[config.mk]
export PLATFORM = sky130hd
export DESIGN_NAME = zf_h2s_packet_trim
export DESIGN_NICKNAME = d
export VERILOG_FILES = /design/src/rtl/zf_h2s_packet_trim.sv
export SDC_FILE = /design/constraint.sdc
export NUM_CORES = 1
export LEC_CHECK = 0
export BUFFER_PORTS_ARGS = -buffer_cell sky130_fd_sc_hd__clkbuf_2
export CORE_MARGIN = 2
export CORE_UTILIZATION = 35
export DETAILED_ROUTE_END_ITERATION = 8
export PLACE_DENSITY = 0.67
export REMOVE_ABC_BUFFERS = 1
export SETUP_SLACK_MARGIN = 0.3
export SKIP_LAST_GASP = 1
export SLEW_MARGIN = 20
export SYNTH_ARGS = -nofsm -noshare
export SYNTH_HDL_FRONTEND = slang
export SYNTH_SLANG_ARGS = --single-unit
[constraint.sdc]
create_clock -name clk -period 4.94 [get_ports clk]
set_input_delay 0.494 -clock clk [delete_from_list [all_inputs] [get_ports clk]]
set_output_delay 0.494 -clock clk [all_outputs]
set_load 0.01 [all_outputs]
[src/rtl/zf_h2s_packet_trim.sv]
// Trims datamover MM2S buffers down to the CVITA packet length carried in the
// header word, regenerating tlast and silently draining any trailing padding.
module zf_h2s_packet_trim #(
    parameter int MAX_WORDS = 1024,
    parameter int CNT_WIDTH = 16
) (
    input  logic                 clk,
    input  logic                 rst,
    input  logic                 clear,
    input  logic [63:0]          i_tdata,
    input  logic                 i_tlast,
    input  logic                 i_tvalid,
    output logic                 i_tready,
    output logic [63:0]          o_tdata,
    output logic                 o_tlast,
    output logic                 o_tvalid,
    input  logic                 o_tready,
    output logic [CNT_WIDTH-1:0] short_count,
    output logic [CNT_WIDTH-1:0] clamp_count,
    output logic [CNT_WIDTH-1:0] drop_count
);

    localparam int REM_W = $clog2(MAX_WORDS + 1);

    typedef enum logic [1:0] {
        HEADER,
        BODY,
        DRAIN
    } state_t;

    state_t           state;
    state_t           state_next;
    logic [REM_W-1:0] remaining;
    logic [REM_W-1:0] remaining_next;
    logic [16:0]      words_raw;
    logic [REM_W-1:0] words;
    logic             words_clamped;
    logic             beat;
    logic             short_inc;
    logic             clamp_inc;
    logic             drop_inc;

    // 17-bit rounding so a 0xFFFF byte length yields 8192 words, not a wrap.
    always_comb begin
        words_raw     = ({1'b0, i_tdata[47:32]} + 17'd7) >> 3;
        words_clamped = (words_raw > 17'(MAX_WORDS));
        if (words_clamped) begin
            words = REM_W'(MAX_WORDS);
        end else if (words_raw == 17'd0) begin
            words = REM_W'(1);
        end else begin
            words = REM_W'(words_raw);
        end
    end

    assign o_tdata = i_tdata;
    assign beat    = i_tvalid && i_tready;

    always_ff @(posedge clk) begin
        if (rst) begin
            state     <= HEADER;
            remaining <= '0;
        end else begin
            state     <= state_next;
            remaining <= remaining_next;
        end
    end

    always_comb begin
        state_next     = state;
        remaining_next = remaining;
        o_tvalid       = 1'b0;
        o_tlast        = 1'b0;
        i_tready       = 1'b1;
        short_inc      = 1'b0;
        clamp_inc      = 1'b0;
        drop_inc       = 1'b0;
        case (state)
            HEADER: begin
                o_tvalid = i_tvalid;
                i_tready = o_tready;
                o_tlast  = i_tlast || (words == REM_W'(1));
                if (beat) begin
                    clamp_inc = words_clamped;
                    if (i_tlast) begin
                        short_inc = (words > REM_W'(1));
                    end else if (words == REM_W'(1)) begin
                        state_next = DRAIN;
                    end else begin
                        remaining_next = words - REM_W'(1);
                        state_next     = BODY;
                    end
                end
            end
            BODY: begin
                o_tvalid = i_tvalid;
                i_tready = o_tready;
                o_tlast  = i_tlast || (remaining == REM_W'(1));
                if (beat) begin
                    remaining_next = remaining - REM_W'(1);
                    if (i_tlast) begin
                        state_next = HEADER;
                        short_inc  = (remaining != REM_W'(1));
                    end else if (remaining == REM_W'(1)) begin
                        state_next = DRAIN;
                    end
                end
            end
            DRAIN: begin
                // Padding is accepted unconditionally so it never waits on the consumer.
                if (beat) begin
                    drop_inc = 1'b1;
                    if (i_tlast) begin
                        state_next = HEADER;
                    end
                end
            end
            default: begin
                state_next = HEADER;
            end
        endcase
    end

    function automatic logic [CNT_WIDTH-1:0] sat_next(
        input logic [CNT_WIDTH-1:0] cnt,
        input logic                 inc,
        input logic                 clr
    );
        if (clr) begin
            return '0;
        end else if (inc && (cnt != {CNT_WIDTH{1'b1}})) begin
            return cnt + CNT_WIDTH'(1);
        end
        return cnt;
    endfunction

    // Sticky saturating counters; clear wins over a same-cycle increment.
    always_ff @(posedge clk) begin
        if (rst) begin
            short_count <= '0;
            clamp_count <= '0;
            drop_count  <= '0;
        end else begin
            short_count <= sat_next(short_count, short_inc, clear);
            clamp_count <= sat_next(clamp_count, clamp_inc, clear);
            drop_count  <= sat_next(drop_count, drop_inc, clear);
        end
    end

endmodule

[Word-level counts from Yosys, hierarchy flattened]
Index checks and enable logic that the tools add are counted.
Operators by class
  magnitude comparators: 2
  equality and inequality tests: 15
  reductions and logical operators: 12
  mux-type cells: 43
  $add $sub $neg: 6
Operators with widths (count)
  16-bit two-way mux: 6
  11-bit two-way mux: 6
  16-bit by 1-bit adder with 16-bit output, second input constant: 3
  16-bit inequality test, second input constant: 3
  11-bit by 1-bit equality test with 1-bit output, second input constant: 2
  11-bit case mux with 2 select lines: 1
  11-bit by 1-bit subtractor with 11-bit output, second input constant: 2
  1-bit two-way mux: 19
  16-bit by 3-bit adder with 17-bit output, second input constant: 1
  17-bit logical NOT: 1
  2-bit two-way mux: 8
  14-bit by 11-bit > comparator with 1-bit output, second input constant: 1
  2-bit inequality test, second input constant: 6
  11-bit by 1-bit > comparator with 1-bit output, second input constant: 1
  11-bit by 1-bit inequality test with 1-bit output, second input constant: 1
  2-bit case mux with 3 select lines: 1
  6-bit AND reduction: 1
  5-bit AND reduction: 1
  1-bit logical AND: 4
  1-bit case mux with 2 select lines: 2
  3-bit inequality test, second input constant: 1
  2-bit by 1-bit equality test with 1-bit output, second input constant: 1
  2-bit equality test, second input constant: 1
  2-bit logical NOT: 1
  other kinds (3): 4
Word-level totals
  logic and storage cells: 83
  bits in registers: 61
  output and inout port bits: 115

[Depth between registers and ports, before layout]
  depth after elaboration: 12
  depth in mapped cells: 13

[Least setup slack after synthesis]
OpenSTA, ideal clock, no wires.
  path type: input -> register
  from: input i_tdata[41]
  to: register short_count[13]
  slack: 1.931 ns
  arrival time: 2.939 ns
  data required time: 4.870 ns
  stages on the path: 12
  buffers on the path: 2
  library setup time: 0.070 ns
  path through: buf_2 -> nor4_2 -> nand4_1 -> nand2_1 -> nand2_1 -> ha_1 -> nand3_1 -> nor4_4 -> a211o_1 -> buf_6 -> or4_1 -> a21oi_1
Between the ends
  longest elaborated chain between the ends: 12
  elaborated cells between the ends (all ways): 13
  classes of those cells: add/sub: 1; order compare: 2; mux: 8; reduce/logical: 2
Ends and longest elaborated chain
  start, declared: line 10  | input logic [63:0] i_tdata,
  16-bit by 3-bit adder with 17-bit output *: line 45  | words_raw = ({1'b0, i_tdata[47:32]} + 17'd7) >> 3;
  branches (longest 2 deep; another with 14-bit by 11-bit > comparator with 1-bit output)
  11-bit two-way mux *: line 47  | if (words_clamped) begin
  11-bit by 1-bit > comparator with 1-bit output *: line 86  | short_inc = (words > REM_W'(1));
  1-bit two-way mux *: line 85  | if (i_tlast) begin
  1-bit two-way mux *: line 83  | if (beat) begin
  1-bit case mux with 2 select lines *: line 78  | case (state)
  1-bit logical AND *: line 131  | end else if (inc && (cnt != {CNT_WIDTH{1'b1}})) begin
  1-bit two-way mux *: line 131
  1-bit two-way mux *: line 129  | if (clr) begin
  1-bit two-way mux *: line 139  | if (rst) begin
  end signal, assigned: line 144  | short_count <= sat_next(short_count, short_inc, clear);
  end, declared: line 18  | output logic [CNT_WIDTH-1:0] short_count,
Every way passes the cells marked *. The select of a mux whose other input is x is not followed.
A chain may end at the register's enable or synchronous reset.

[Worst setup path after layout]
  from: input i_tdata[32]
  to: register remaining[6]
Between the ends
  longest elaborated chain between the ends: 9
  elaborated cells between the ends (all ways): 13
  classes of those cells: add/sub: 2; order compare: 1; eq/ne: 2; mux: 6; reduce/logical: 2
Ends and longest elaborated chain
  16-bit by 3-bit adder with 17-bit output *: line 45
  branches (longest 2 deep; another with 14-bit by 11-bit > comparator with 1-bit output)
  11-bit two-way mux *: line 47
  11-bit by 1-bit subtractor with 11-bit output: line 90  | remaining_next = words - REM_W'(1);
  11-bit two-way mux: line 87  | end else if (words == REM_W'(1)) begin
  11-bit two-way mux: line 85
  11-bit two-way mux: line 83
  11-bit case mux with 2 select lines: line 78
  end signal, assigned: line 65  | remaining <= remaining_next;
  end, declared: line 33  | logic [REM_W-1:0] remaining;
Marked as above.

==> reports/qor.txt <==
Category of the critical setup timing path -> input port to register
Critical path peak fanout -> 13
Met3 Resource Use GR -> 12.9%
CTS buffer count -> 9
Clock input transition at the sequential cells of the worst setup and hold paths -> 0.05 ns
Area growth from synthesis to layout -> 8.00%
Die extent in y -> 114 µm
Time the worst path needs with I/O delays and setup -> 3.59 ns
Antenna Nets Post-Route -> 0
Placement row count -> 40
Pre-Repair DR Iteration Count -> 5
Clock net sink count -> 61
Number of enable flip-flop cells after synthesis -> 0
Count of antenna diodes in the layout -> 0
Post-synthesis instance area -> 4230 µm²
Area fraction of the dominant cell type after synthesis -> 28.9%
Result of the run -> finished clean
Post-synthesis average cell area -> 7.80 µm²
Worst endpoint required time -> 5.15 ns
Met1 GRT Util -> 26.1%
Worst-case setup slack after placement -> 1.10 ns
Via count of the first global-routing pass -> 3741
Sort of element at the start of the critical path -> input port
Fraction of layout instances using a drive strength above 1 -> 21.6%
Layer with the highest usage after global routing -> met2
Fin worst setup slack -> 1.35 ns
Static Leak -> 0.00165 µW
Clock tree from TritonCTS -> built
Async SR Flop Fraction -> 0%
Cells along the critical path -> clkbuf_2, nor3_1, nand4_1, nand2_1, nand2_1, ha_1, nand3_1, nor4_4, a21oi_1, o21ai_0, a221o_1
Max Cap Violations -> 0
Die ar. -> 13000 µm²
Post-Layout Cell Count -> 703
WP data arrival -> 3.80 ns
Peak per-stage delay on the critical path -> 0.78 ns
Total length of routed wires -> 13000 µm
Post-DP HPWL -> 9830 µm
Remaining design rule violation count -> 0
Type of the tightest min-delay check -> input port to register
Tot Pwr -> 1280 µW
Die width -> 114 µm
Top-level port count -> 185
Number of different library cells in the post-synthesis netlist -> 61
First-pass GRT wire length -> 20500 µm
Post-cts gate resize count -> 0
Root buffer cell -> clkbuf_16
H-tree Lvls -> 3
All-layer global routing usage -> 20.1%
Worst voltage drop across the vdd grid -> 0.173 mV
Hold Fails Final Rpt -> 0
Routing usage on met2 -> 27.5%
Mean routed wirelength per cell -> 18.5 µm
Core footprint -> 11900 µm²
Final-layout setup total negative slack -> 0 ns
Worst slack on hold paths -> 0.470 ns
Most common cell after layout, fill and taps aside -> clkbuf_2
Count of input and output buffers -> 88
Period utilisation layout -> 72.7%
Proportion of synthesized chip area in sequential cells -> 28.9%
Placer congestion estimate -> 0.889
Top library cells by usage in the layout, fill and taps aside -> clkbuf_2, dfxtp_1, nand2_1
Number of buffers added for setup after CTS -> 0
Total grt overflow -> 0
Most Frequent Cell on Critical Path -> nand2_1
Unrepaired setup endpoints after global routing -> false
Pin count of the biggest net entering global routing -> 47
Fin. max-slew vios -> 0
Max transition margin -> 38.1%
Library cell contributing the largest single delay on the critical path -> a21oi_1
Number of hold-repair buffers added at the cts stage -> 0
Instance count after placement with tap cells included -> 690
Max frequency -> 278 MHz
Vias per std cell -> 5.85
PwrDens -> 280 nW/µm²
Worst Clk Skew -> 0.00431 ns
Cell type contributing the most total cell area after synthesis -> dfxtp_1
Synthesized instance count -> 542
Measured slew at the worst slew-check pin -> 0.929 ns
Worst setup EP type -> register
Initial DRC Count -> 306
Most common flop cell mapped by yosys -> dfxtp_1
Yosys warnings -> 0
#FFs+latches synth -> 61
Via count of the routed design -> 4116
Synth area leaders -> dfxtp_1, buf_4, nand2_1
Max Buffers Root-to-Sink -> 2
Total setup violations reported at the end of the flow -> 0
Starting utilization of the core area -> 35.5%
Number of antenna violations at the first check in global routing -> 0
Net count reported at finish -> 631
Clk_lat worst skew -> 0.32 ns
[per-stage QoR]
stage                     area, µm²  utilization, %
after floorplan                3630               -
after global placement         4280            35.9
after detailed placement       4280            35.9
after CTS                      4560            38.3
after global routing           4560            38.3
final                          4560            38.3
[power by group]
group | leakage, µW | internal (µW) | total [µW] | switching (µW)
Combinational | 0.00102 | 52.3 | 152 | 99.7
Sequential | 0.000493 | 500 | 509 | 9.01
Clock | 0.000143 | 408 | 616 | 208
[worst paths after layout]
check | from | endpoint | slack (ns) | depth (start not counted)
hold / removal | clear | short_count[8] | 0.47 | 3
setup reg to reg | remaining[6] | short_count[13] | 2.50 | 6
setup / recovery | i_tdata[32] | remaining[6] | 1.35 | 11
hold reg to reg | remaining[1] | remaining[1] | 0.50 | 2
[synth_stat cells, types with 3 or more instances]
cell type and instances:
xor2_1 11, nor4_1 14, a21oi_1 32, nor2b_1 4, nand2_1 47, or4_1 11, nand2b_1 3, a221oi_1 3
or3_1 10, buf_4 64, nand3_1 25, a211oi_1 5, inv_1 11, a41o_1 3, o31ai_1 10, o21ai_0 20
and4_1 3, dfxtp_1 61, nor3b_1 3, nand4_1 15, nor3_1 15, clkbuf_1 20, and3_1 9, and2_1 4
xnor2_1 20, o21a_1 3, ha_1 7, or2_2 9, o211ai_1 4, nor2_1 45, buf_2 3, mux2i_1 5
a31oi_1 5
[layer usage]
metal / part of all wire (%) / up-vias
met5: 1.2 / -
li1: - / 1923
met4: 0.83 / 4
met1: 43 / 1956
met3: 14 / 19
met2: 41 / 214
[logic make-up (layout without fill, tap and decap cells)]
group                      Yosys count  after routing  share of synthesized area [%]
xor gates and xnor gates            31             31                           6.43
buffers and inverters              101            115                           15.1
AOI/OAI and AO/OA                  112            112                           17.9
adders and majority gates            7              7                           2.07
and+or+nand+nor                    224            224                           28.2
DFF                                 61             61                           28.9
muxes                                6              6                           1.45
[final cells by class]
| type | count | area, µm² |
|---|---|---|
| sequential | 61 | 1220 |
| fill | 1248 | 7350 |
| tap | 147 | 184 |
| multi-input combinational | 380 | 2370 |
| clock inverter | 2 | 35.0 |
| inverter | 11 | 41.3 |
| timing repair buffer | 91 | 463 |
| clock buffer | 11 | 253 |
[worst max-delay path, delay by kind of cell]
kind / cells / cell delay, ns
AO/OA/AOI/OAI: 3 / 1.32
buffers and inverters: 1 / 0.11
adder cells (fa/ha/maj): 1 / 0.22
AND/OR/NAND/NOR: 6 / 1.65
[registers in the layout, summed over array words and instances, names as in the netlist]
| register | cells |
|---|---|
| short_count | 16 |
| remaining | 11 |
| drop_count | 16 |
| clamp_count | 16 |
| state | 2 |
No activity file was read; power rests on OpenSTA's default activity.
